[src/rtl/lap_stopwatch.sv]
// ---------------------------------------------------------------------------
// lap_stopwatch
//
// Purpose:
//   Up/down modulo-(MAX+1) stopwatch with a clock prescaler, a start/stop/
//   clear run control and a small lap-capture FIFO.
//
//   Control priority each cycle is clear > stop > (start | running).
//   An "active" cycle advances the prescaler; the count steps (and samples
//   dir) only on the cycle the prescaler rolls over from PRESCALE-1 to 0.
//   Any step that crosses the terminal boundary (MAX->0 counting up, 0->MAX
//   counting down) raises wrap for exactly the following cycle.
//
//   A lap request pushes the count as it was before the clock edge, no
//   matter what the run control does in the same cycle. The FIFO head is
//   presented combinationally from registered storage. A push into a full
//   FIFO with no simultaneous pop is dropped and sets the sticky
//   lap_overflow flag, which only reset clears.
//
// Parameters:
//   DATA_WIDTH  count width in bits
//   MAX         terminal count, MAX < 2**DATA_WIDTH
//   PRESCALE    active cycles per count step, >= 1
//   LAP_DEPTH   lap FIFO entries, power of two, >= 2
//
// Ports:
//   clk           in   clock, all state updates on the rising edge
//   resetn        in   asynchronous active-low reset
//   start         in   begin or resume counting
//   stop          in   pause counting, hold count and prescaler
//   clear         in   synchronous zero of count, prescaler and run state
//   dir           in   0 = count up, 1 = count down (sampled on steps)
//   lap           in   capture current count into the lap FIFO
//   lap_rd        in   pop the lap FIFO head
//   count         out  current count (registered)
//   running       out  run state (registered)
//   wrap          out  one-cycle pulse after a wrap-around step
//   lap_data      out  FIFO head, meaningful when lap_valid = 1
//   lap_valid     out  FIFO non-empty
//   lap_full      out  FIFO holds LAP_DEPTH entries
//   lap_overflow  out  sticky: a lap capture was dropped
// ---------------------------------------------------------------------------
module lap_stopwatch #(
  parameter int DATA_WIDTH = 16,
  parameter int MAX        = 99,
  parameter int PRESCALE   = 1,
  parameter int LAP_DEPTH  = 4
) (
  input  logic                  clk,
  input  logic                  resetn,
  input  logic                  start,
  input  logic                  stop,
  input  logic                  clear,
  input  logic                  dir,
  input  logic                  lap,
  input  logic                  lap_rd,
  output logic [DATA_WIDTH-1:0] count,
  output logic                  running,
  output logic                  wrap,
  output logic [DATA_WIDTH-1:0] lap_data,
  output logic                  lap_valid,
  output logic                  lap_full,
  output logic                  lap_overflow
);

  // Prescaler needs at least one bit even when PRESCALE = 1.
  localparam int PW = (PRESCALE > 1) ? $clog2(PRESCALE) : 1;
  localparam int AW = $clog2(LAP_DEPTH);

  localparam logic [DATA_WIDTH-1:0] MAX_V    = DATA_WIDTH'(MAX);
  localparam logic [DATA_WIDTH-1:0] ONE_V    = DATA_WIDTH'(1);
  localparam logic [PW-1:0]         PRE_LAST = PW'(PRESCALE - 1);
  localparam logic [PW-1:0]         PRE_ONE  = PW'(1);
  localparam logic [AW:0]           PTR_ONE  = (AW + 1)'(1);

  typedef enum logic {
    ST_IDLE = 1'b0,
    ST_RUN  = 1'b1
  } run_state_e;

  // -------------------------------------------------------------------------
  // Counter, prescaler and run control
  // -------------------------------------------------------------------------
  run_state_e            state_q, state_d;
  logic [DATA_WIDTH-1:0] count_q, count_d;
  logic [PW-1:0]         presc_q, presc_d;
  logic                  wrap_q,  wrap_d;

  always_comb begin
    // NOTE: every variable gets a default first so no path leaves it
    // unassigned; a missing default here would infer a latch.
    state_d = state_q;
    count_d = count_q;
    presc_d = presc_q;
    wrap_d  = 1'b0;

    if (clear) begin
      state_d = ST_IDLE;
      count_d = '0;
      presc_d = '0;
    end else if (stop) begin
      state_d = ST_IDLE;
    end else if (start || (state_q == ST_RUN)) begin
      state_d = ST_RUN;
      if (presc_q == PRE_LAST) begin
        // Step cycle: this is the only place dir has any effect.
        presc_d = '0;
        if (!dir) begin
          if (count_q == MAX_V) begin
            count_d = '0;
            wrap_d  = 1'b1;
          end else begin
            count_d = count_q + ONE_V;
          end
        end else begin
          if (count_q == '0) begin
            count_d = MAX_V;
            wrap_d  = 1'b1;
          end else begin
            count_d = count_q - ONE_V;
          end
        end
      end else begin
        presc_d = presc_q + PRE_ONE;
      end
    end
  end

  // NOTE: sequential state uses non-blocking assignments so every register
  // samples pre-edge values regardless of statement order.
  always_ff @(posedge clk or negedge resetn) begin
    if (!resetn) begin
      state_q <= ST_IDLE;
      count_q <= '0;
      presc_q <= '0;
      wrap_q  <= 1'b0;
    end else begin
      state_q <= state_d;
      count_q <= count_d;
      presc_q <= presc_d;
      wrap_q  <= wrap_d;
    end
  end

  assign count   = count_q;
  assign running = (state_q == ST_RUN);
  assign wrap    = wrap_q;

  // -------------------------------------------------------------------------
  // Lap FIFO
  //
  // Pointers carry one extra wrap bit so full and empty are distinguishable
  // without a separate occupancy counter.
  // -------------------------------------------------------------------------
  logic [DATA_WIDTH-1:0] mem_q [LAP_DEPTH];
  logic [AW:0]           wr_ptr_q, wr_ptr_d;
  logic [AW:0]           rd_ptr_q, rd_ptr_d;
  logic                  ovf_q,    ovf_d;
  logic                  fifo_empty, fifo_full;
  logic                  do_push, do_pop;

  assign fifo_empty = (wr_ptr_q == rd_ptr_q);
  assign fifo_full  = ((wr_ptr_q ^ rd_ptr_q) == {1'b1, {AW{1'b0}}});

  // A pop frees the head slot in the same edge, so a full FIFO can still
  // accept a push when it is popped simultaneously. When full, the write
  // slot and the head slot coincide; the head is consumed by that pop.
  assign do_pop  = lap_rd && !fifo_empty;
  assign do_push = lap && (!fifo_full || do_pop);

  always_comb begin
    wr_ptr_d = wr_ptr_q;
    rd_ptr_d = rd_ptr_q;
    ovf_d    = ovf_q;
    if (do_pop) begin
      rd_ptr_d = rd_ptr_q + PTR_ONE;
    end
    if (do_push) begin
      wr_ptr_d = wr_ptr_q + PTR_ONE;
    end
    if (lap && fifo_full && !do_pop) begin
      ovf_d = 1'b1;
    end
  end

  always_ff @(posedge clk or negedge resetn) begin
    if (!resetn) begin
      wr_ptr_q <= '0;
      rd_ptr_q <= '0;
      ovf_q    <= 1'b0;
    end else begin
      wr_ptr_q <= wr_ptr_d;
      rd_ptr_q <= rd_ptr_d;
      ovf_q    <= ovf_d;
    end
  end

  // NOTE: storage is deliberately not reset; resetting the pointers empties
  // the FIFO, and stale entries are never visible because lap_data is gated
  // by lap_valid.
  always_ff @(posedge clk) begin
    if (do_push) begin
      mem_q[wr_ptr_q[AW-1:0]] <= count_q;
    end
  end

  assign lap_valid    = !fifo_empty;
  assign lap_full     = fifo_full;
  assign lap_overflow = ovf_q;
  assign lap_data     = fifo_empty ? '0 : mem_q[rd_ptr_q[AW-1:0]];

endmodule

[config.mk]
export PLATFORM = sky130hd
export DESIGN_NAME = lap_stopwatch
export DESIGN_NICKNAME = d
export VERILOG_FILES = /design/src/rtl/lap_stopwatch.sv
export SDC_FILE = /design/constraint.sdc
export NUM_CORES = 1
export LEC_CHECK = 0
export CORE_ASPECT_RATIO = 1.25
export CORE_UTILIZATION = 40
export DETAILED_ROUTE_END_ITERATION = 10
export GPL_TIMING_DRIVEN = 0
export MAX_ROUTING_LAYER = met4
export PLACE_DENSITY = 0.71
export SETUP_SLACK_MARGIN = 0.5
export SLEW_MARGIN = 5
export SYNTH_ARGS = -nofsm -noshare
export SYNTH_HDL_FRONTEND = slang
export SYNTH_SLANG_ARGS = --single-unit
[constraint.sdc]
create_clock -name clk -period 2.2 [get_ports clk]
set_input_delay 0.44 -clock clk [delete_from_list [all_inputs] [get_ports clk]]
set_output_delay 0.44 -clock clk [all_outputs]
set_load 0.01 [all_outputs]
# [Word-level counts from Yosys, hierarchy flattened]
# Memory sizes are Yosys's and may differ from the RTL's.
# Index checks and enable logic that the tools add are counted.
[totals] ff_bits=26 ramBits=64 in_bits=8 out_inout_bits=37 mem_count=1
[classes] addsub=5 n_eq_ne=5 muxes=24 bitwise_logic=1 n_reduce_logical=14
[memory_table] name="mem_q" words=4 width=16 rd=1 rd_ports_with_merged_regs=0 wr=1 line_no="155" rtl="logic [DATA_WIDTH-1:0] mem_q [LAP_DEPTH];"
[op_table] cell="$mux W16" count=8
[op_table] cell="$add A16 B1 Y16 const B" count=1
[op_table] cell="$eq A16 B7 Y1 const B" count=1
[op_table] cell="$logic_not A16 Y1" count=1
[op_table] cell="$mux W1" count=16
[op_table] cell="$sub A16 B1 Y16 const B" count=1
[op_table] cell="$add A3 B1 Y3 const B" count=2
[op_table] cell="$logic_and A1 B1 Y1" count=4
[op_table] cell="$eq A3 B3 Y1" count=1
[op_table] cell="$eq A3 B3 Y1 const B" count=1
[op_table] cell="$logic_not A1 Y1" count=3
[op_table] cell="$reduce_and A3 Y1" count=1
[op_table] cell="$reduce_bool A3 Y1" count=1
[op_table] cell="$xor A3 B3 Y3" count=1
[op_table] cell="$logic_or A1 B1 Y1" count=2
[op_table] cell="$ne A2 B1 Y1 const B" count=1
[op_table] cell="$ne A2 B2 Y1 const B" count=1
[op_table] cell="$reduce_and A2 Y1" count=1
[op_table] cell="$reduce_bool A2 Y1" count=1
[op_table] cell="$add A1 B1 Y1 const B" count=1

# [Logic depth before layout (Yosys ltp)]
[logic_depth] word_depth=7 mapped_depth=8

# [Worst setup path before layout]
# Ideal clock, no wire load.
[synth_timing] path_kind="flip-flop to flip-flop" from="reg rd_ptr_q[1]" to="mem mem_q[3][0], enable pin" setup_ns=0.391 t_arrival_ns=2.000 slack_ns=-0.191 path_stages_with_launch=7 period_less_slack_ns=2.391 path_cell_list="dfrtp_1 -> clkbuf_1 -> xor2_1 -> nor4_1 -> nand2b_1 -> clkbuf_1 -> nor2_1"
[synth_between] elab_chain_len=7 elab_cells_between_ends=10
[synth_lines] element="from (decl)" line_no="157" rtl="logic [AW:0] rd_ptr_q, rd_ptr_d;"
[synth_lines] element="from (signal assigned)" line_no="193" rtl="rd_ptr_q <= rd_ptr_d;"
[synth_lines] element="$xor A3 B3 Y3 or $eq A3 B3 Y1 (tied branches)" line_no="163, 162"
[synth_lines] element="$eq A3 B3 Y1 or $logic_not A1 Y1 (tied branches)" line_no="163, 168"
[synth_lines] element="$logic_not A1 Y1 or $logic_and A1 B1 Y1 (tied branches)" line_no="169, 168"
[synth_lines] element="$logic_or A1 B1 Y1 *" line_no="169" rtl="assign do_push = lap && (!fifo_full || do_pop);"
[synth_lines] element="$logic_and A1 B1 Y1 *" line_no="169"
[synth_lines] element="$mux W1 *" line_no="202" rtl="if (do_push) begin"
[synth_lines] element="$mux W1 (not written as such) *" line_no="203" rtl="mem_q[wr_ptr_q[AW-1:0]] <= count_q;"
[synth_lines] element="to (decl)" line_no="155"
# Every way passes the cells marked *; elsewhere a longest branch is shown, timed or not.

# [Worst setup path after layout]
[layout_timing] from="reg rd_ptr_q[0]" to="out lap_data[10]"
[layout_between] elab_chain_len=2 elab_cells_between_ends=3
[layout_lines] element="$mem_v2 Z4 W16 or $eq A3 B3 Y1 (tied branches)"
[layout_lines] element="$mux W16 *" line_no="210" rtl="assign lap_data = fifo_empty ? '0 : mem_q[rd_ptr_q[AW-1:0]];"
[layout_lines] element="to (decl)" line_no="60" rtl="output logic [DATA_WIDTH-1:0] lap_data,"
# Marked as above.

==> results.md <==
- Starting Density: between 40% and 50%
- Largest net degree at the start of global routing: 26
- Mean number of vias per cell: between 5 and 6
- Worst VDD drop: 0.493 mV
- Largest area contributor in the netlist: edfxtp_1
- Initial drt markers: between 150 and 200
- Net Sw Frac: 32.0%
- Internal power: between 5 and 6 mW
- Initial antenna violation count: 0
- Via count: around 3200
- Top cell type's share of synthesized area: around 45%
- First-pass GRT wire length: 17.0 mm
- CTS Buffer Depth: 2
- Switching Power: 2.55 mW
- DIE AREA: between 0.01 and 0.015 sq mm
- Final antenna-violating net count: 0
- GRT Util Overall: 21.3%
- Worst Clk Skew: between 0.005 and 0.006 ns
- Fmax: 433 MHz
- Finished Core Util: 63.3%
- Mapped Area: about 0.0043 sq mm
- TritonCTS Buffers: 9
- Final hold slack: 0.135 ns
- EDFF count, synth: 64
- H-Tree Depth: 3
- Worst Reg-to-Reg Cells: 7
- RSZ-0062 raised after global routing: true
- Netlist cell types: 56
- IO buf count: between 40 and 50
- Crit end category: output port
- Worst-path maximum fanout: 6
- Max Slew Vio Count: 0
- Comb power frac: 52.3%
- Top cells by count, synth: edfxtp_1, dfrtp_1, nor2_1
- Vias in the first global route: around 3200
- GP Congestion: just over 0.9
- Placed Area: around 0.0051 sq mm
- Clock slew at reported path FFs: 0.06 ns
- Endpoints failing hold: 0
- Post-route cell area: 0.00646 sq mm
- Hold buffers post-CTS: 0
- Die height: around 120 um
- Syn Inst Count: roughly 310
- Avg Cell Area, Syn: between 10 and 15 sq um
- Reg area: approximately 0.0026 sq mm
- Critical Path AT: about 1.9 ns
- Area of the multi-input gates: around 0.002 sq mm
- Fin Setup TNS: -1.03 ns
- Clock Power Share: between 10% and 20%
- Most numerous cell in the Yosys netlist: edfxtp_1
- Critical Path RT: 1.76 ns
- Non-Filler Instances: 575
- Final min period: between 2 and 2.5 ns
- # diodes: 0
- DP HPWL: 6.53 mm
- Slew @ Worst Pin: between 0.7 and 0.8 ns
- Slew HR: 52.2%
- DRT Pass-1 Iters: 5
- Area grow syn2layout: 51.4%
- Post-synth ARST share: between 20 and 30%
- Drt wl/cell: ~20 um
- Row count: 41
- Reg2reg start: count[6]$_DFFE_PN0P_
- Grt ovf: 0
- Number of I/O pins: 45
- Share of cells above drive strength 1: 54.5%
- MaxCap Viol Count: 0
- Pwr Total: ~8.0 mW
- Lkg Pwr: 2.59 nW
- Drc violations: 0
- Syn nets: 326
- Status: complete, but fails checks
- Area contributors post-synth: edfxtp_1, dfrtp_1, mux4_2
- Clk Latency, worst-skew pair: roughly 0.33 ns
- Fillers: 731
- Sequential-to-total area share from yosys stat: 59.7%
- CTS sink count: 89
- Die W: between 90 and 100 um
- Reg2reg end: count[13]$_DFFE_PN0P_
- Net count, final: 456
- CTS tree: yes
- Setup crit start kind: flip-flop
- Worst setup path category: reg -> out
- Final WL: 11.2 mm
- Sequential cell fraction of total power: 30.0%
- Warnings, synthesis: 0
- Final setup fails: 19
- Reg2reg setup slack: -0.07 ns
- Pwr/cell area: approximately 1200 mW/mm^2
- Main flop type after synthesis: edfxtp_1
- Clk root buf: clkbuf_16
- Final Cycle Share: 105%
- Violated checks: setup timing
- Core area: 0.0102 sq mm
- Hold Path Class: in -> async
- Worst Setup Slack, final: -0.107 ns
- Yosys reg bits: between 80 and 90
- Post-Place Cells: 483
- Setup WS pre-CTS: -0.360 ns
## layout make-up
cell class                      instances  share of cell area (%)
Multi-Input combinational cell        189                    31.0
Timing Repair Buffer                  119                    18.2
Sequential cell                        89                    39.8
Tap cell                              129                    2.50
Clock inverter                          4                   0.445
Buffer                                 19                    3.37
Inverter                               14                   0.852
Clock buffer                           12                    3.82
## registers in the layout, summed over array words and instances, names as in the netlist
register,cells
wrap,1
mem_q,64
count,16
rd_ptr_q,3
lap_overflow,1
running,1
wr_ptr_q,3
## cells by family after synthesis
logic type	count (synthesis)	share of synthesized area, %
and+or+nand+nor	102	14.2
DFF	89	59.7
AOI/OAI and AO/OA	46	8.01
buffers and inverters	33	3.37
muxes	24	10.6
xor gates and xnor gates	10	2.05
adders and majority gates	7	2.05
## how the worst max path moves through the flow
stage / depth (start not counted) / startpoint / to / slack, ns
after floorplan: 7 / count[6]$_DFFE_PN0P_ / count[13]$_DFFE_PN0P_ / -0.02
after global placement: 5 / rd_ptr_q[1]$_DFFE_PN0P_ / lap_data[13] / -0.35
after detailed placement: 8 / count[1]$_DFFE_PN0P_ / count[12]$_DFFE_PN0P_ / -0.36
after CTS: 6 / rd_ptr_q[0]$_DFFE_PN0P_ / lap_data[10] / -0.11
after global routing: 8 / rd_ptr_q[0]$_DFFE_PN0P_ / lap_data[10] / -0.16
final: 8 / rd_ptr_q[0]$_DFFE_PN0P_ / lap_data[10] / -0.11
## worst max-delay path: stages (launching register included)
cell and delay, ns:
dfrtp_1 0.40, buf_8 0.17, xor2_4 0.17, nor2_2 0.14, nand2_2 0.11, buf_8 0.16, buf_6 0.12, and2_4 0.15
buf_6 0.11
## power groups by stage
stage                     sequential, mW  clock [mW]  combinational [mW]
after CTS                           2.38        1.43                3.83
final                               2.39        1.42                4.18
after floorplan                     2.39           0                1.88
after global routing                2.42        1.49                4.43
after global placement              2.40           0                2.90
after detailed placement            2.44           0                2.95
## cell usage in the layout, fill, tap and decap left out, drive strengths merged, types with 3 or more instances in the layout
master           n
nand2           14
nor3             8
nor4             7
mux4            16
nand3            5
a21o             4
clkdlybuf4s50    7
inv             14
edfxtp          64
dlygate4sd2     15
dfrtp           25
buf            104
nand2b           3
a21oi            7
or3              7
or4              3
xor2             4
and2            17
clkbuf          22
o221ai           4
nor3b            3
o21ai            7
mux2             6
a22o             3
xnor2            6
ha               7
nor2            18
or4b             3
and4             5
o22ai            4
## routing by layer
layer | wire length, um | share of wire, % | vias to the layer above | global-route usage (%)
met3 | 409 | 3.7 | 34 | 2.91
li1 | - | - | 1457 | -
met2 | 5990 | 53 | 102 | 35.8
met1 | 4450 | 40 | 1598 | 25.8
met4 | 354 | 3.2 | 0 | 7.98
met5 | 0 | 0 | - | -
## what timing repair did
action | in CTS | in global routing
gates resized for setup | 182 | 43
endpoints found under the setup margin | 123 | 107
pin swaps | 33 | 25
cloned | 2 | 0
endpoints found under the hold margin | 0 | 0
buffers inserted | 58 | 16
Note: power is estimated with default switching activity, not from simulation.
